## config.mk

```make
export PLATFORM = sky130hd
export DESIGN_NAME = axi_burst_write_master
export DESIGN_NICKNAME = d
export VERILOG_FILES = /design/src/rtl/axi_burst_write_master.sv
export SDC_FILE = /design/constraint.sdc
export NUM_CORES = 1
export LEC_CHECK = 0
export ABC_AREA = 1
export CAP_MARGIN = 0
export CORE_MARGIN = 2
export CORE_UTILIZATION = 50
export CTS_BUF_LIST = sky130_fd_sc_hd__clkbuf_16
export CTS_CLUSTER_DIAMETER = 100
export CTS_CLUSTER_SIZE = 16
export DETAILED_ROUTE_END_ITERATION = 10
export PLACE_DENSITY = 0.79
export SYNTH_ARGS = -nofsm -noshare
export SYNTH_HDL_FRONTEND = slang
export SYNTH_SLANG_ARGS = --single-unit
```

## constraint.sdc

```tcl
create_clock -name ACLK -period 4.45 [get_ports ACLK]
set_input_delay 0.89 -clock ACLK [delete_from_list [all_inputs] [get_ports ACLK]]
set_output_delay 0.89 -clock ACLK [all_outputs]
set_load 0.005 [all_outputs]
```

## src/rtl/axi_burst_write_master.sv

```systemverilog
// AXI3 burst write master: registered command, beat FIFO, per-beat address/strobe generation.
// Optional: define AXI_WM_BID_CHECK_EN to flag responses whose BID differs from MID as SLVERR.
module axi_burst_write_master #(
    parameter int          DATA_W     = 32,
    parameter int          FIFO_DEPTH = 16,
    parameter logic [3:0]  MID        = 4'h0
) (
    input  logic                ACLK,
    input  logic                ARESET,
    input  logic                cmd_valid,
    output logic                cmd_ready,
    input  logic [31:0]         cmd_addr,
    input  logic [3:0]          cmd_len,
    input  logic [2:0]          cmd_size,
    input  logic [1:0]          cmd_burst,
    input  logic [DATA_W-1:0]   wd_data,
    input  logic                wd_valid,
    output logic                wd_ready,
    output logic                rsp_valid,
    output logic [1:0]          rsp_code,
    output logic                rsp_err,
    output logic [3:0]          AWID,
    output logic [31:0]         AWADDR,
    output logic [3:0]          AWLEN,
    output logic [2:0]          AWSIZE,
    output logic [1:0]          AWBURST,
    output logic [1:0]          AWLOCK,
    output logic [3:0]          AWCACHE,
    output logic [2:0]          AWPROT,
    output logic                AWVALID,
    input  logic                AWREADY,
    output logic [3:0]          WID,
    output logic [DATA_W-1:0]   WDATA,
    output logic [DATA_W/8-1:0] WSTRB,
    output logic                WLAST,
    output logic                WVALID,
    input  logic                WREADY,
    input  logic [3:0]          BID,
    input  logic [1:0]          BRESP,
    input  logic                BVALID,
    output logic                BREADY
);
    localparam int STRB_W = DATA_W / 8;
    localparam int AW     = $clog2(FIFO_DEPTH);

    typedef enum logic [1:0] {IDLE, ADDR, DATA, RESP} state_t;
    state_t state, state_nx;

    logic [DATA_W-1:0] mem [FIFO_DEPTH];
    logic [AW-1:0]     wr_ptr, rd_ptr;
    logic [AW:0]       count;
    logic              full, empty, push, pop;
    logic [3:0]        beat_cnt;
    logic [31:0]       beat_addr;
    logic              cmd_hs, aw_hs, b_hs;
    logic [1:0]        code_nx;
    logic              err_nx;

    assign AWID    = MID;
    assign WID     = MID;
    assign AWLOCK  = '0;
    assign AWCACHE = '0;
    assign AWPROT  = '0;

    assign full      = (count == (AW+1)'(FIFO_DEPTH));
    assign empty     = (count == '0);
    assign cmd_ready = !ARESET && (state == IDLE);
    assign AWVALID   = (state == ADDR);
    assign BREADY    = (state == RESP);
    assign WVALID    = (state == DATA) && !empty;
    assign WDATA     = mem[rd_ptr];
    assign WLAST     = WVALID && (beat_cnt == AWLEN);
    assign pop       = WVALID && WREADY;
    // A pop in the same cycle frees a slot, so a full FIFO still accepts a push.
    assign wd_ready  = !ARESET && (!full || pop);
    assign push      = wd_valid && wd_ready;
    assign cmd_hs    = cmd_valid && cmd_ready;
    assign aw_hs     = AWVALID && AWREADY;
    assign b_hs      = BVALID && BREADY;

    always_ff @(posedge ACLK) begin
        if (push)
            mem[wr_ptr] <= wd_data;
    end

    always_ff @(posedge ACLK or posedge ARESET) begin
        if (ARESET) begin
            wr_ptr <= '0;
            rd_ptr <= '0;
            count  <= '0;
        end else begin
            if (push)
                wr_ptr <= wr_ptr + AW'(1);
            if (pop)
                rd_ptr <= rd_ptr + AW'(1);
            if (push && !pop)
                count <= count + (AW+1)'(1);
            else if (pop && !push)
                count <= count - (AW+1)'(1);
        end
    end

    always_ff @(posedge ACLK or posedge ARESET) begin
        if (ARESET)
            state <= IDLE;
        else
            state <= state_nx;
    end

    always_comb begin
        state_nx = state;
        case (state)
            IDLE: if (cmd_hs) state_nx = ADDR;
            ADDR: if (aw_hs) state_nx = DATA;
            DATA: if (pop && WLAST) state_nx = RESP;
            RESP: if (b_hs) state_nx = IDLE;
            default: state_nx = IDLE;
        endcase
    end

    always_ff @(posedge ACLK or posedge ARESET) begin
        if (ARESET) begin
            AWADDR   <= '0;
            AWLEN    <= '0;
            AWSIZE   <= '0;
            AWBURST  <= '0;
            beat_cnt <= '0;
        end else begin
            if (cmd_hs) begin
                AWADDR  <= cmd_addr;
                AWLEN   <= cmd_len;
                AWSIZE  <= cmd_size;
                AWBURST <= cmd_burst;
            end
            if (aw_hs)
                beat_cnt <= '0;
            else if (pop)
                beat_cnt <= beat_cnt + 4'd1;
        end
    end

    // Beat address and byte-lane strobe derived from the beat counter.
    logic [31:0] size_bytes, lane_mask, aligned, incr_addr, wrap_mask, wrap_addr;
    logic [31:0] lo32, hi32;

    always_comb begin
        size_bytes = 32'd1 << AWSIZE;
        lane_mask  = size_bytes - 32'd1;
        aligned    = AWADDR & ~lane_mask;
        incr_addr  = aligned + ({28'd0, beat_cnt} << AWSIZE);
        wrap_mask  = (({28'd0, AWLEN} + 32'd1) << AWSIZE) - 32'd1;
        wrap_addr  = (aligned & ~wrap_mask) | (incr_addr & wrap_mask);
        beat_addr  = AWADDR;
        if (beat_cnt != 4'd0) begin
            case (AWBURST)
                2'b01:   beat_addr = incr_addr;
                2'b10:   beat_addr = wrap_addr;
                default: beat_addr = AWADDR;
            endcase
        end
        lo32 = beat_addr & 32'(STRB_W - 1);
        hi32 = ((beat_addr & ~lane_mask) & 32'(STRB_W - 1)) + size_bytes - 32'd1;
        if (hi32 > 32'(STRB_W - 1))
            hi32 = 32'(STRB_W - 1);
        WSTRB = STRB_W'(((32'd1 << (hi32 + 32'd1)) - 32'd1) & ~((32'd1 << lo32) - 32'd1));
    end

`ifdef AXI_WM_BID_CHECK_EN
    always_comb begin
        code_nx = BRESP;
        err_nx  = BRESP[1];
        if (BID != MID) begin
            code_nx = 2'b10;
            err_nx  = 1'b1;
        end
    end
`else
    logic unused_bid;
    assign unused_bid = ^BID;
    always_comb begin
        code_nx = BRESP;
        err_nx  = BRESP[1];
    end
`endif

    always_ff @(posedge ACLK or posedge ARESET) begin
        if (ARESET) begin
            rsp_valid <= 1'b0;
            rsp_code  <= '0;
            rsp_err   <= 1'b0;
        end else begin
            rsp_valid <= b_hs;
            if (b_hs) begin
                rsp_code <= code_nx;
                rsp_err  <= err_nx;
            end
        end
    end
endmodule
```

# Word level (Yosys, flattened, before mapping)
# Memory sizes are Yosys's and may differ from the RTL's.
# Index checks and enable logic that the tools add are counted.
[totals] ramBits=512 ff_bits=64 input_bits=86 memories=1 elab_cells=91 out_inout_bits=104
[classes] mux=14 eq_ne=11 shift=5 n_lt_le_gt_ge=1 bitwise_logic=9 n_reduce_logical=24 n_addsub=14
[memory_table] name="mem" words=16 word_bits=32 rd=1 rd_ports_with_merged_regs=0 write_ports=1 line="49" text="logic [DATA_W-1:0] mem [FIFO_DEPTH];"
[op_table] operator="$add 2x32->32" count=1
[op_table] operator="$add 32x1->32 const B" count=1
[op_table] operator="$gt 32x2->1 const B" count=1
[op_table] operator="$mux 32" count=1
[op_table] operator="$shl 1x3->32 const A" count=1
[op_table] operator="$shl 1x32->4 const A" count=1
[op_table] operator="$sub 32x1->32 const B" count=1
[op_table] operator="$add 4x1->4 const B" count=3
[op_table] operator="$logic_and 1x1->1" count=12
[op_table] operator="$mux 2" count=5
[op_table] operator="$mux 5" count=2
[op_table] operator="$and 2x2->2" count=4
[op_table] operator="$mux 4" count=2
[op_table] operator="$pmux 2 s4" count=1
[op_table] operator="$sub 4x1->4 const B" count=2
[op_table] operator="$eq 2x2->1 const B" count=3
[op_table] operator="$ne 2x1->1 const B" count=3
[op_table] operator="$add 4x1->5 const B" count=1
[op_table] operator="$add 5x1->5 const B" count=1
[op_table] operator="$eq 5x5->1 const B" count=1
[op_table] operator="$logic_not 1->1" count=5
[op_table] operator="$logic_not 5->1" count=1
[op_table] operator="$shl 5x3->2" count=1
[op_table] operator="$sub 5x1->5 const B" count=1
[op_table] operator="18 further kinds" count=23

# Longest topological paths before layout
[logic_depth] depth_word=18 ltp_mapped=36

# Worst setup path after synthesis
# OpenSTA, ideal clock, no wires.
[synth_path] kind="input to register" startpoint="input port ARESET" endpoint="memory mem[3][0] (enable)" n_path_buf=1 arrival_time_ps=4986 cell_stages=4 path_slack_ps=-997 path_cell_list="inv_1 nand3_2 buf_4 nor3_1"
[synth_via] elab_chain_cells=5
[synth_lines] element="start, declared" line="9" text="input logic ARESET,"
[synth_lines] element="$logic_not 1->1 (no line)"
[synth_lines] element="$logic_and 1x1->1" line="75" text="assign wd_ready = !ARESET && (!full || pop);"
[synth_lines] element="$logic_and 1x1->1" line="76" text="assign push = wd_valid && wd_ready;"
[synth_lines] element="$mux 1" line="82" text="if (push)"
[synth_lines] element="$mux 1 (implied by the code)" line="83" text="mem[wr_ptr] <= wd_data;"
[synth_lines] element="end, declared" line="49"
# No other way between the ends.

# Worst setup path after layout
[layout_path] startpoint="register AWSIZE[2]" endpoint="output port WSTRB[2]"
[layout_via] elab_chain_cells=18 elab_cells_between_ends=26 cone_classes="8 x add/sub; 1 x order compare; 5 x shift; 3 x mux; 9 x bitwise"
[layout_lines] element="start, declared" line="25" text="output logic [2:0] AWSIZE,"
[layout_lines] element="start signal, assigned" line="132" text="AWSIZE <= cmd_size;"
[layout_lines] element="$shl 1x3->32" line="147" text="size_bytes = 32'd1 << AWSIZE;"
[layout_lines] element="$sub 2x1->2" line="148" text="lane_mask = size_bytes - 32'd1;"
[layout_lines] element="$not 2->2" line="149, 162"
[layout_lines] element="$and 2x2->2" line="149" text="aligned = AWADDR & ~lane_mask;"
[layout_lines] element="$add 2x2->2" line="150" text="incr_addr = aligned + ({28'd0, beat_cnt} << AWSIZE);"
[layout_lines] element="$and 2x2->2" line="152" text="wrap_addr = (aligned & ~wrap_mask) | (incr_addr & wrap_mask);"
[layout_lines] element="$or 2x2->2" line="152"
[layout_lines] element="$pmux 2 s2" line="155" text="case (AWBURST)"
[layout_lines] element="[... 2 more ...]"
[layout_lines] element="$add 2x32->32" line="162" text="hi32 = ((beat_addr & ~lane_mask) & 32'(STRB_W - 1)) + size_bytes - 32'd1;"
[layout_lines] element="$sub 32x1->32" line="162"
[layout_lines] element="$gt 32x2->1" line="163" text="if (hi32 > 32'(STRB_W - 1))"
[layout_lines] element="$mux 32" line="163"
[layout_lines] element="$add 32x1->32" line="165" text="WSTRB = STRB_W'(((32'd1 << (hi32 + 32'd1)) - 32'd1) & ~((32'd1 << lo32) - 32'd1));"
[layout_lines] element="$shl 1x32->4" line="165"
[layout_lines] element="$sub 4x1->4" line="165"
[layout_lines] element="$and 4x4->4 *" line="165"
[layout_lines] element="end, declared" line="34" text="output logic [DATA_W/8-1:0] WSTRB,"
# Mark *: on every way between the ends. The rest lies on a longest branch, timed or not.

==> impl_metrics.yaml <==
floorplan:
  die_h_um: 220
  die_w_um: 220
  die-area_mm2: 0.0483
  core_area_mm2: 0.0463
  pin_count: 190
  rows: 79
  start_util: 0.503
grt:
  grt_antenna_before_repair: 3
  grt_overflow: 0
  first_global_vias: 15800
  grt_pass1_wl_um: 89000
  track_usage: 0.241
  grt_max_degree: 194
logic_synthesis:
  synth_cell_types: 38
  yosysSeqAreaShare: 0.728
  synth_seq_cells: 575
  synth.largest_area_cell: "edfxtp_1"
  synthTopCellsByArea: "edfxtp_1, dfrtp_1, o21ai_0"
  synth_most_common_cell: "edfxtp_1"
  synth_top_cell_area_share: 0.661
  synth_flop_cell: "edfxtp_1"
  ys_warn_count: 0
  synth_edf_count: 512
  synthTopCellsByCount: "edfxtp_1, nor2_1, o21ai_0"
  syn_inst: 1764
  async_flop_share: 0.110
  syn_area_per_cell_um2: 13.2
  synth.cell_area_mm2: 0.0233
placed_design:
  portBuffers: 168
  place_ws_ns: -0.912
  dp_cells: 2534
  hpwl_um: 33300
  place.gp.congestion: 0.840
final_layout:
  register_area_mm2: 0.0170
  final_layout_size_suffix_gt1_frac: 0.132
  stdcell_count: 2606
  multiInputGateArea_mm2: 0.00584
  nets: 2101
  syn_to_final_growth_pct: 18.6
  nFillCells: 3438
worst_setup_path:
  end_kind: "primary output"
  arrival_ns: 4.64
  criticalPathCategory: "reg2out"
  crit_family: "simple AND/OR/NAND/NOR gates"
  cp-start-kind: "flop"
  cp_max_fo: 4
  max_stage_delay_ns: 0.42
  cp_common_cell: "nand2_1"
  slowest_stage: "dfrtp_2"
  required_ns: 3.56
  critPathBufInv: 8
run_status:
  violations: "negative setup slack"
  status: "complete, but fails checks"
sta:
  hold_viol_final: 0
  whs_ns: 0.487
  fin_crit_sh: 1.24
  timing.slew.headroom: 0.299
  finalSetupTns_ns: -3.55
  min_period_ns: 5.53
  fin_skew_ns: 0.0257
  rsz0062_at_grt: "true"
  worst_slack_ns: -1.08
  fmax_mhz: 181
  drv_slew: 0
  tightest_slew_ns: 1.05
  setup_violations: 4
hold_path:
  hold_class: "reg2reg"
cts:
  clkSinkCount: 575
  clk_latency_ns: 0.59
  cts_tree: "yes"
  hold_buffers: 0
  clk_pin_slew_worst_paths_ns: 0.07
  cts_buffers: 42
  cts-root-buf: "clkbuf_16"
  cts_htree_levels: 2
  clock_path_buffers: 3
route:
  vias_per_cell: 5.99
  drtAntennaViolNets: 0
  drtIter0Drc: 1762
  wire_per_inst_um: 22.2
  drt_pass1_iterations: 5
  finalWirelength_um: 57900
  vias: 15600
  drc_errors: 0
pwr:
  p_leak_nw: 9.64
  ir_drop_mv: 0.817
  p_per_area_mw_per_mm2: 619
  finalPower_mw: 17.1
flow_run:
  drv_cap: 0
==> routing by layer <==
layer | track usage | routed length, um | up-vias
met5 | 0 | 34 | -
met4 | 0.0879 | 1930 | 6
met3 | 0.0558 | 6040 | 148
met2 | 0.406 | 28300 | 920
met1 | 0.308 | 21600 | 7603
li1 | - | - | 6923
==> tightest hold or removal path, cell delays in order, from the launching register on <==
cell and delay, ns:
dfrtp_1 0.35, nand2_1 0.05, nand2_1 0.05
==> cell type report <==
cell class,count,area share
timing repair buffer,281,0.0953
tap,607,0.0275
inverter,64,0.00902
sequential,575,0.614
clock inverter,16,0.00349
multi-input combinational,1019,0.211
clock buffer,43,0.0390
antenna,1,0.0000906
==> power by group <==
part,total [mW],switching [mW],internal (mW)
Sequential,6.61,0.258,6.35
Clock,3.50,1.76,1.74
Combinational,7.00,4.10,2.90
Total,17.1,6.11,11.0
==> cell families after synthesis <==
family | synth area share
AOI/OAI and AO/OA | 0.126
and+or+nand+nor | 0.0711
buffers and inverters | 0.0360
DFF | 0.728
adders and majority gates | 0.0178
other | 0.000161
xor gates and xnor gates | 0.00452
muxes | 0.0160
==> timing repair <==
item / CTS / global route
buffers inserted: 12 / 0
endpoints found under the hold margin: 0 / 0
pin swaps: 19 / 9
gates cloned: 0 / 0
resized for setup: 27 / 13
setup endpoints to repair: 4 / 4
==> state kept, by name, summed over array words and instances (netlist names), 2 cells and up <==
| signal | count |
|---|---|
| mem | 512 |
| AWADDR | 32 |
| count | 5 |
| AWLEN | 4 |
| beat_cnt | 4 |
| rd_ptr | 4 |
| wr_ptr | 4 |
| AWSIZE | 3 |
| AWBURST | 2 |
| rsp_code | 2 |
| state | 2 |
==> final timing paths <==
path                                          from                       to  slack [ns]  depth (start not counted)
max                          AWSIZE[2]$_DFFE_PP0P_                 WSTRB[2]       -1.08                         34
min                        rsp_code[0]$_DFFE_PP0P_  rsp_code[0]$_DFFE_PP0P_        0.49                          2
max reg2reg                   count[0]$_DFFE_PP0P_     count[4]$_DFFE_PP0P_        1.38                         16
min reg2reg                rsp_code[0]$_DFFE_PP0P_  rsp_code[0]$_DFFE_PP0P_        0.49                          2
max in group asynchronous                   ARESET    rd_ptr[0]$_DFFE_PP0P_        2.70                          3
min in group asynchronous                   ARESET     count[4]$_DFFE_PP0P_        1.12                          3
==> layout by cell type, fill, tap and decap left out, types with 4 or more instances in the layout <==
cell | netlist | layout
o22ai_1 | 66 | 66
o21ai_1 | 78 | 78
conb_1 | 1 | 17
nand2_1 | 148 | 142
ha_1 | 30 | 25
a21oi_1 | 150 | 148
nor2_1 | 194 | 191
o221ai_1 | 64 | 64
edfxtp_1 | 512 | 512
dfrtp_1 | 63 | 58
nor2_2 | 2 | 4
xnor2_1 | 6 | 6
xor2_1 | 6 | 6
buf_4 | 22 | 103
nor3_1 | 24 | 8
nor3_4 | 0 | 16
mux2_2 | 33 | 33
buf_12 | 0 | 9
clkbuf_16 | 0 | 43
nand3_2 | 3 | 4
nand3_1 | 21 | 19
clkdlybuf4s50_1 | 0 | 164
nand3b_1 | 4 | 4
nand2_2 | 3 | 8
inv_1 | 59 | 65
inv_2 | 5 | 8
o21ai_0 | 156 | 154
==> metrics by stage <==
stage | area (um2) | utilization
after floorplan | 23500 | -
after global placement | 26300 | 0.568
after detailed placement | 26300 | 0.568
after CTS | 27600 | 0.596
after global routing | 27600 | 0.597
final | 27600 | 0.597
Power figures use the tool's default switching activity.
